==> src/rtl/run_dump_controller.sv <==
// Run-control and data-memory dump unit: counts RUN cycles, detects halt from a
// stationary PC or a cycle-budget timeout, then stalls the core and streams memory out.
module run_dump_controller #(
  parameter int DATA_WIDTH     = 20,
  parameter int ADDRESS_WIDTH  = 8,
  parameter int MEM_SIZE       = 256,
  parameter int HALT_CYCLES    = 4,
  parameter int TIMEOUT_CYCLES = 1000000,
  parameter int CNT_WIDTH      = 32
) (
  input  logic                     clk,
  input  logic                     rst,
  input  logic [ADDRESS_WIDTH-1:0] pc,
  output logic                     core_stall,
  output logic                     mem_rd_en,
  output logic [ADDRESS_WIDTH-1:0] mem_rd_addr,
  input  logic [DATA_WIDTH-1:0]    mem_rd_data,
  output logic                     dump_valid,
  input  logic                     dump_ready,
  output logic [DATA_WIDTH-1:0]    dump_data,
  output logic [ADDRESS_WIDTH-1:0] dump_addr,
  output logic                     dump_last,
  output logic                     done,
  output logic                     timed_out,
  output logic [CNT_WIDTH-1:0]     cycle_count
);

  localparam int unsigned STABLE_W = $clog2(HALT_CYCLES + 1);
  localparam logic [ADDRESS_WIDTH-1:0] LAST_ADDR    = ADDRESS_WIDTH'(MEM_SIZE - 1);
  localparam logic [CNT_WIDTH-1:0]     TIMEOUT_LAST = CNT_WIDTH'(TIMEOUT_CYCLES - 1);
  localparam logic [STABLE_W-1:0]      HALT_LAST    = STABLE_W'(HALT_CYCLES - 1);
  localparam logic [STABLE_W-1:0]      HALT_MAX     = STABLE_W'(HALT_CYCLES);

  typedef enum logic [2:0] {RUN, FETCH, CAPTURE, SEND, DONE} state_t;

  state_t                   state, state_nxt;
  logic [ADDRESS_WIDTH-1:0] pc_prev;
  logic [ADDRESS_WIDTH-1:0] addr_cnt;
  logic                     prev_valid;
  logic [STABLE_W-1:0]      stable_cnt;
  logic                     same, halt_hit, timeout_hit, accept;

  assign same        = prev_valid && (pc == pc_prev);
  assign halt_hit    = same && (stable_cnt == HALT_LAST);
  assign timeout_hit = (cycle_count == TIMEOUT_LAST);
  assign accept      = (state == SEND) && dump_valid && dump_ready;
  assign dump_last   = dump_valid && (dump_addr == LAST_ADDR);

  always_ff @(posedge clk or posedge rst) begin
    if (rst) state <= RUN;
    else     state <= state_nxt;
  end

  always_comb begin
    state_nxt = state;
    unique case (state)
      RUN:     if (halt_hit || timeout_hit) state_nxt = FETCH;
      FETCH:   state_nxt = CAPTURE;
      CAPTURE: state_nxt = SEND;
      SEND:    if (accept) state_nxt = (addr_cnt == LAST_ADDR) ? DONE : FETCH;
      DONE:    state_nxt = DONE;
      default: state_nxt = RUN;
    endcase
  end

  always_comb begin
    mem_rd_en   = 1'b0;
    mem_rd_addr = '0;
    done        = 1'b0;
    if (state == FETCH) begin
      mem_rd_en   = 1'b1;
      mem_rd_addr = addr_cnt;
    end
    if (state == DONE) done = 1'b1;
  end

  always_ff @(posedge clk or posedge rst) begin
    if (rst) begin
      core_stall  <= 1'b0;
      timed_out   <= 1'b0;
      cycle_count <= '0;
      pc_prev     <= '0;
      prev_valid  <= 1'b0;
      stable_cnt  <= '0;
      addr_cnt    <= '0;
      dump_valid  <= 1'b0;
      dump_data   <= '0;
      dump_addr   <= '0;
    end else begin
      if (state == RUN) begin
        if (cycle_count != '1) cycle_count <= cycle_count + CNT_WIDTH'(1);
        prev_valid <= 1'b1;
        pc_prev    <= pc;
        if (!same)                     stable_cnt <= '0;
        else if (stable_cnt != HALT_MAX) stable_cnt <= stable_cnt + STABLE_W'(1);
        // Halt takes priority, so timed_out only marks a pure timeout.
        if (halt_hit || timeout_hit) begin
          core_stall <= 1'b1;
          timed_out  <= !halt_hit;
        end
      end
      if (state == CAPTURE) begin
        dump_data  <= mem_rd_data;
        dump_addr  <= addr_cnt;
        dump_valid <= 1'b1;
      end
      if (accept) begin
        dump_valid <= 1'b0;
        if (addr_cnt != LAST_ADDR) addr_cnt <= addr_cnt + ADDRESS_WIDTH'(1);
      end
    end
  end

endmodule

==> config.mk <==
export PLATFORM = sky130hd
export DESIGN_NAME = run_dump_controller
export DESIGN_NICKNAME = d
export VERILOG_FILES = /design/src/rtl/run_dump_controller.sv
export SDC_FILE = /design/constraint.sdc
export NUM_CORES = 1
export LEC_CHECK = 0
export CAP_MARGIN = 20
export CORE_UTILIZATION = 46
export CTS_BUF_LIST = sky130_fd_sc_hd__clkbuf_8
export CTS_CLUSTER_SIZE = 40
export DETAILED_ROUTE_END_ITERATION = 10
export GPL_TIMING_DRIVEN = 1
export PLACE_DENSITY = 0.76
export SYNTH_ARGS = -nofsm -noshare
export SYNTH_HDL_FRONTEND = slang
export SYNTH_SLANG_ARGS = --single-unit
==> constraint.sdc <==
create_clock -name clk -period 2.7 [get_ports clk]
set_input_delay 0.54 -clock clk [delete_from_list [all_inputs] [get_ports clk]]
set_output_delay 0.54 -clock clk [all_outputs]
set_load 0.02 [all_outputs]
# After elaboration in Yosys (flattened, before gate mapping)
# Cells that the tools add are included.
[classes]
eq_ne = 15
muxes = 11
addsub = 3
n_reduce_logical = 14
[ops]
columns = ["cell", "count"]
rows = [
  ["adder 32 x 1 -> 32 bit, second input constant", 1],
  ["== test 32 x 20 -> 1 bit, second input constant", 1],
  ["inequality test 32 bit, second input constant", 1],
  ["== test 8 bit, second input constant", 2],
  ["2-to-1 mux 3 bit", 5],
  ["case mux 3 bit (5 select lines)", 1],
  ["AND reduction 2 bit", 5],
  ["== test 3 x 2 -> 1 bit, second input constant", 3],
  ["adder 8 x 1 -> 8 bit, second input constant", 1],
  ["== test 8 bit", 1],
  ["2-to-1 mux 8 bit", 1],
  ["inequality test 8 bit, second input constant", 1],
  ["logical AND 1 bit", 5],
  ["2-to-1 mux 1 bit", 4],
  ["inequality test 2 bit, second input constant", 2],
  ["adder 3 x 1 -> 3 bit, second input constant", 1],
  ["== test 3 x 1 -> 1 bit, second input constant", 1],
  ["== test 3 bit, second input constant", 1],
  ["logical NOT 3 bit", 1],
  ["inequality test 3 bit, second input constant", 1],
  ["inequality test 2 x 1 -> 1 bit, second input constant", 1],
  ["nonzero test 2 bit", 1],
  ["logical NOT 1 bit", 1],
  ["logical OR 1 bit", 1],
]
[totals]
register_bits = 86
inputBits = 31
wordCells = 54
out_inout_bits = 74

# Longest topological paths before layout
# Gate-level depths: netlist of run 1.
[depth]
word_depth = 6
depth_mapped = 7
depth_no_buf = 6

# Worst setup path before layout of run 1
# Ideal clock, no wire load.
[synth_path]
path_kind = "reg-to-output"
startpoint = "register state[1]"
endpoint = "output mem_rd_addr[0]"
path_stages_with_launch = 4
arrival_ns = 1.687
path_buffers = 1
required_ns = 2.160
setup_slack_ns = 0.473
cell_sequence = "dfrtp_1 > clkbuf_1 > nor3b_1 > and2_1"
[synth_via]
elab_chain_cells = 2
[synth_rtl]
columns = ["element", "line_no", "source"]
rows = [
  ["start, declared", "36", "state_t state, state_nxt;"],
  ["start signal, assigned", "51", "else state <= state_nxt;"],
  ["== test 3 x 1 -> 1 bit", "70", "if (state == FETCH) begin"],
  ["2-to-1 mux 8 bit", "70", ""],
  ["end, declared", "16", "output logic [ADDRESS_WIDTH-1:0] mem_rd_addr,"],
]
# Every way passes these cells.

# Worst setup path in the final report of run 1
[layout_path]
startpoint = "register state[1]"
endpoint = "output mem_rd_addr[6]"
# The elaborated chain is that of the path after synthesis.

==> key figures, run 1 <==
Critical path
  • R2R cell count: 5
  • CP required: 2.16 ns
  • Nature of the critical path endpoint: output port
  • WS Path Type: flip-flop to output port
  • Reg2reg end: cycle_count[17]$_DFFE_PP0P_
  • Critical path startpoint category: flip-flop
  • Reg2reg start: cycle_count[20]$_DFFE_PP0P_
  • Crit path max fanout: 9
  • Worst Path Arrival: ~2.0 ns
  • Flop2flop setup slack: about 0.55 ns

GRT
  • Vias in the first global route: ~2,900
  • Global-route wire length before repair: approximately 14,000 um
  • All-Layer GR Usage: about 20%
  • Largest net degree at the start of global routing: 26
  • Initial antenna violation count: 0
  • Gr ovfl total: 0

Floorplan
  • Die area: 9117 sq um
  • # rows: 33
  • Die Ht: roughly 95 um
  • Die width: around 95 um
  • Initial Util: about half
  • IO Count: 105
  • Core footprint: roughly 8300 sq um

Synthesis
  • Mapped cell area: slightly above 4000 sq um
  • Register area share after synthesis: ~54%
  • Ys async rst share: between 90% and 100%
  • Net Count, Synth: 388
  • Yosys warns: 0
  • Yosys cell types: 40
  • Post-Syn Instances: roughly 350
  • Ys flop type: dfrtp_1
  • Seq cells post-synth: 86
  • EDFF count, synth: 0
  • Synthesized area per cell: roughly 11 sq um

STA
  • RSZ-0062 raised after global routing: false
  • Final Setup Violations: 0
  • Slew HR: between 50% and 60%
  • Final hold violations: 0
  • Fmax: around 400 MHz
  • Final min period: 2.512 ns
  • Slew Limit Fails: 0
  • Final period utilization: between 90% and 100%
  • Setup TNS: 0 ns
  • Clock skew: between 0.008 and 0.009 ns
  • Worst slew pin tran: approximately 0.64 ns

Clocking
  • Root Driver: clkbuf_8
  • Total CTS buffers: 9
  • Clock sinks: between 80 and 90
  • Hold_buf cts: 0
  • CTS tree: built
  • Clock Path Buffers: 2
  • Worst skew pair latency: 0.34 ns
  • CTS clk-pin slew, worst paths: 0.08 ns
  • H-tree Lvls: 3
  • Setup Buffers After CTS: 0
  • Post-CTS sizing: 0

Drt
  • Final wirelength: between 8000 and 9000 um
  • WL/cell: between 15 and 20 um
  • Post-route ant nets: 0
  • Via density: ~5.5
  • Via count: 3,121
  • DR iter-0 viols: 102
  • DRT Pass-1 Iters: 4
  • DRC violations left: 0

Power
  • P_leak: 2.329 nW
  • Peak supply drop: 0.6364 mV
  • Power per cell area: around 870 nW/um^2

Place
  • I/O Buffers: 104
  • Detail Placement HPWL: ~6500 um
  • GPL Wtd Cong: 0.8574
  • Placed cell count: between 500 and 600

Worst hold path
  • HP Start: prev_valid$_DFFE_PP0P_
  • WHS Endpoint: prev_valid$_DFFE_PP0P_
  • Hold Crit Depth: 1
  • Hold Path Class: flip-flop to flip-flop

Finish
  • Final nets: around 500
  • Final cell count without fillers: between 500 and 600
  • Synthesis-to-layout area growth: 36.60%
  • Antenna cells: 0
  • Layout cells sized above 1: about 14%
  • Filler cells: between 600 and 700

Flow run
  • Max-cap check violation count: 0

Run status
  • Outcome: finished, final reports clean
## cell type report
cell class	count	area (sq um)	area share (%)
Tap cell	105	131.4	2.392
Sequential cell	86	2152	39.19
Clock inverter	4	120.1	2.187
Clock buffer	10	137.6	2.506
Timing Repair Buffer	111	1119	20.37
Inverter	8	33.78	0.6152
Multi-Input combinational cell	247	1798	32.74
## synthesized netlist by cell type (2+ instances only)
master	instances	area, sq um
nand2b_1	3	18.77
nor3_1	11	55.05
clkbuf_1	6	22.52
nor4_4	2	42.54
buf_2	4	20.02
xor2_1	13	113.9
nand2_1	42	157.7
and3_1	4	25.02
nor2_1	8	30.03
ha_1	5	62.56
nor4_1	11	68.82
nand4_2	2	25.02
o21ai_0	5	25.02
xnor2_1	32	280.3
nand3_1	17	85.08
and4_1	6	52.55
dfrtp_1	86	2152
mux2_2	30	337.8
o21bai_1	2	15.01
a211oi_1	3	22.52
a21oi_1	4	20.02
inv_1	8	30.03
a31oi_1	2	12.51
and2_1	9	56.30
or4_4	2	22.52
nand4_1	21	131.4
## worst max-delay path, stage by stage, from the launching register on
cell	delay, ns
dfrtp_1	0.48
nor3b_2	0.26
buf_4	0.18
and2_1	0.13
clkdlybuf4s50_1	0.59
## per-layer routing
layer | track usage [%] | wire [um] | vias up
li1 | - | - | 1478
met1 | 27.46 | 3987 | 1532
met2 | 33.45 | 4166 | 99
met3 | 2.871 | 417 | 12
met4 | 7.463 | 155 | 0
met5 | 0 | 0 | -
## power by group
group	internal [mW]	switching, mW
Sequential	1.64	0.286
Combinational	0.914	0.793
Clock	0.723	0.424
## sequential cells by signal, indices dropped and copies added (netlist names)
name / cells
state: 3
dump_addr: 8
cycle_count: 32
dump_valid: 1
stable_cnt: 3
prev_valid: 1
dump_data: 20
pc_prev: 8
core_stall: 1
timed_out: 1
addr_cnt: 8
## how the worst max path moves through the flow
stage	startpoint	endpoint	slack [ns]	cells after the start
6_report	state[1]$_DFFE_PP0P_	mem_rd_addr[6]	0.19	4
5_1_grt	state[1]$_DFFE_PP0P_	mem_rd_addr[6]	0.09	4
4_1_cts	state[1]$_DFFE_PP0P_	mem_rd_addr[6]	0.09	4
3_5_place_dp	state[1]$_DFFE_PP0P_	mem_rd_addr[6]	0.48	4
3_3_place_gp	state[1]$_DFFE_PP0P_	mem_rd_addr[0]	0.51	4
2_1_floorplan	state[1]$_DFFE_PP0P_	mem_rd_addr[0]	0.47	3
## placed cells by master (no fill, tap or decap), types with 9 or more instances in the layout
master	instances
dfrtp_1	86
nor3_1	11
clkbuf_8	10
nand3_1	17
nand2_1	42
clkdlybuf4s50_1	104
xnor2_1	32
xor2_1	13
and2_1	9
mux2_2	30
nand4_1	21
nor4_1	11
## kinds of logic (layout without fill, tap and decap cells)
| logic type | count (synthesis) | in the layout | share of synthesized area (%) |
|---|---|---|---|
| xor+xnor | 45 | 45 | 9.804 |
| compound gates | 21 | 21 | 3.579 |
| fa+ha+maj | 5 | 5 | 1.556 |
| simple gates | 146 | 146 | 21.20 |
| mux | 30 | 30 | 8.403 |
| buf+inv | 19 | 133 | 1.930 |
| flops | 86 | 86 | 53.53 |
## metrics by stage
step                util, %  power (mW)  worst slack [ns]  hold slack (ns)  cell area [sq um]
floorplan                 -       2.914            0.4733           0.4346               4024
global placement      62.69       3.614            0.5118           0.4489               5229
detailed placement    62.69       3.671            0.4802           0.4590               5229
CTS                   65.78       4.828           0.09156           0.4788               5487
global route          65.84       5.064           0.09253           0.5028               5492
finish                65.84       4.785            0.1876           0.4825               5492
Power figures use the tool's default switching activity.
==> run 2: changes to the inputs <==
CORE_MARGIN = 2   (was not set)
RECOVER_POWER = 100   (was not set)
==> key figures, run 2 (synthesis gave the netlist of run 1 again) <==
Run status
  • Outcome: finished, final reports clean

GRT
  • All-Layer GR Usage: 18.64%
  • M3 GR Usage: about 5%
  • Global-route wire length before repair: roughly 15,000 um
  • Initial antenna violation count: 0
  • Gr ovfl total: 0
  • Met1 Usage GRT: between 20% and 30%
  • Met2 GRT Util: ~28%
  • GRT Max-Usage Layer: met2
  • Vias in the first global route: 2,951
  • Largest net degree at the start of global routing: 87

Critical path
  • WS Path Type: flip-flop to output port
  • Critical path startpoint category: flip-flop
  • CP required: around 2.2 ns
  • Worst Path Arrival: approximately 2.0 ns
  • Reg2reg start: cycle_count[11]$_DFFE_PP0P_
  • R2R cell count: 5
  • Reg2reg end: cycle_count[26]$_DFFE_PP0P_
  • Flop2flop setup slack: 0.21 ns
  • Crit path max fanout: 9
  • Nature of the critical path endpoint: output port

Clocking
  • CTS clk-pin slew, worst paths: 0.09 ns
  • Setup Buffers After CTS: 0
  • Hold_buf cts: 0
  • Post-CTS sizing: 0
  • Root Driver: clkbuf_8
  • Worst skew pair latency: about 0.34 ns
  • CTS tree: built
  • Clock sinks: between 80 and 90
  • H-tree Lvls: 3
  • Total CTS buffers: 9
  • Clock Path Buffers: 2

STA
  • Final period utilization: between 90% and 100%
  • Final hold violations: 0
  • Worst slew pin tran: ~1.2 ns
  • Slew HR: about a quarter
  • Final Setup Violations: 0
  • Clock skew: around 0.012 ns
  • Setup TNS: 0 ns
  • Worst setup slack after layout: roughly 0.17 ns
  • Fmax: about 400 MHz
  • Slew Limit Fails: 0
  • WHS: between 0.4 and 0.5 ns
  • RSZ-0062 raised after global routing: false
  • Final min period: between 2 and 3 ns

Drt
  • Final wirelength: 8766 um
  • WL/cell: 15.30 um
  • DR iter-0 viols: around 140
  • Post-route ant nets: 0
  • Via density: 5.436
  • DRT Pass-1 Iters: 6
  • DRC violations left: 0
  • Via count: around 3,100

Place
  • Place WS: approximately 0.53 ns
  • GPL Wtd Cong: 0.8674
  • Placed cell count: around 560
  • I/O Buffers: between 100 and 150
  • Detail Placement HPWL: around 6300 um

Power
  • P_leak: ~2.4 nW
  • Power per cell area: around 800 nW/um^2
  • Peak supply drop: 0.5781 mV

Floorplan
  • # rows: 34
  • Die area: 9503 sq um
  • Die Ht: 97.49 um
  • Core footprint: 8593 sq um
  • IO Count: ~110
  • Die width: just under 100 um
  • Initial Util: around 47%

Worst hold path
  • WHS Endpoint: prev_valid$_DFFE_PP0P_
  • Hold Crit Depth: 1
  • Hold Path Class: flip-flop to flip-flop
  • HP Start: prev_valid$_DFFE_PP0P_

Finish
  • Layout cells sized above 1: between 10% and 20%
  • Final Util: 61.68%
  • Synthesis-to-layout area growth: 31.84%
  • Antenna cells: 0
  • Filler cells: between 700 and 800
  • Most frequent cells in the layout: dfrtp_1 (86), dlygate4sd3_1 (69), nand2_1 (42)
  • Footprint of the multi-input gates: 1728 sq um
  • Top flop regs: cycle_count x32, dump_data x20
  • Max FFs per register: 32
  • Top reg by flops: cycle_count
  • Final nets: 496
  • Final cell count without fillers: around 570
  • Most common cell after layout, fill and taps aside: dfrtp_1
  • Reg area: around 2200 sq um

Flow run
  • Max-cap check violation count: 0
[run 2: changes by cell type in the layout (fill, tap and decap cells not counted), moves of 3 or more]
cell	change
bufinv_16	-4
and2_1	-4
buf_4	-3
clkinvlp_4	+3
and2_0	+4
clkdlybuf4s50_1	-69
dlygate4sd3_1	+69
[run 2: critical path, cell delays in order (launching register included)]
cell and delay [ns]:
dfrtp_1 0.48, nor3b_1 0.23, buf_4 0.19, and2_0 0.14, clkdlybuf4s50_1 0.61
[run 2: metrics by stage]
stage | total power [mW] | cell area, sq um
6_report | 4.343 | 5300
5_1_grt | 4.615 | 5300
4_1_cts | 4.531 | 5393
3_5_place_dp | 3.693 | 5210
3_3_place_gp | 3.618 | 5210
2_1_floorplan | 2.914 | 4024
[run 2: worst max-delay path by stage]
stage                     slack, ns            startpoint                   endpoint  depth (start not counted)
final                          0.17  state[1]$_DFFE_PP0P_             mem_rd_addr[2]                          4
after detailed placement       0.53                 pc[2]  stable_cnt[1]$_DFFE_PP0P_                          6
after global routing           0.01  state[1]$_DFFE_PP0P_             mem_rd_addr[7]                          4
after CTS                      0.16  state[1]$_DFFE_PP0P_             mem_rd_addr[4]                          4
after global placement         0.59  state[1]$_DFFE_PP0P_             mem_rd_addr[1]                          4
after floorplan                0.47  state[1]$_DFFE_PP0P_             mem_rd_addr[0]                          3
[run 2: area by class of cell]
type | count | area share, %
multi-input cells | 247 | 32.60
clock inverters | 6 | 0.8499
inverters | 8 | 0.6374
well taps | 108 | 2.550
clock buffers | 10 | 2.597
repair buffers | 108 | 20.16
flip-flops and latches | 86 | 40.60
[run 2: power breakdown]
group / switching [mW] / internal, mW / total [mW] / leakage [nW]
sequential: 0.276 / 1.64 / 1.92 / 1.10
clock: 0.466 / 0.363 / 0.829 / 0.0849
combinational: 0.791 / 0.805 / 1.60 / 1.18
[run 2: metal layers]
metal / part of all wire [%] / wire [um]
met2: 47 / 4081
met5: 0 / 0
met4: 1.2 / 104
met3: 5.7 / 502
met1: 47 / 4078
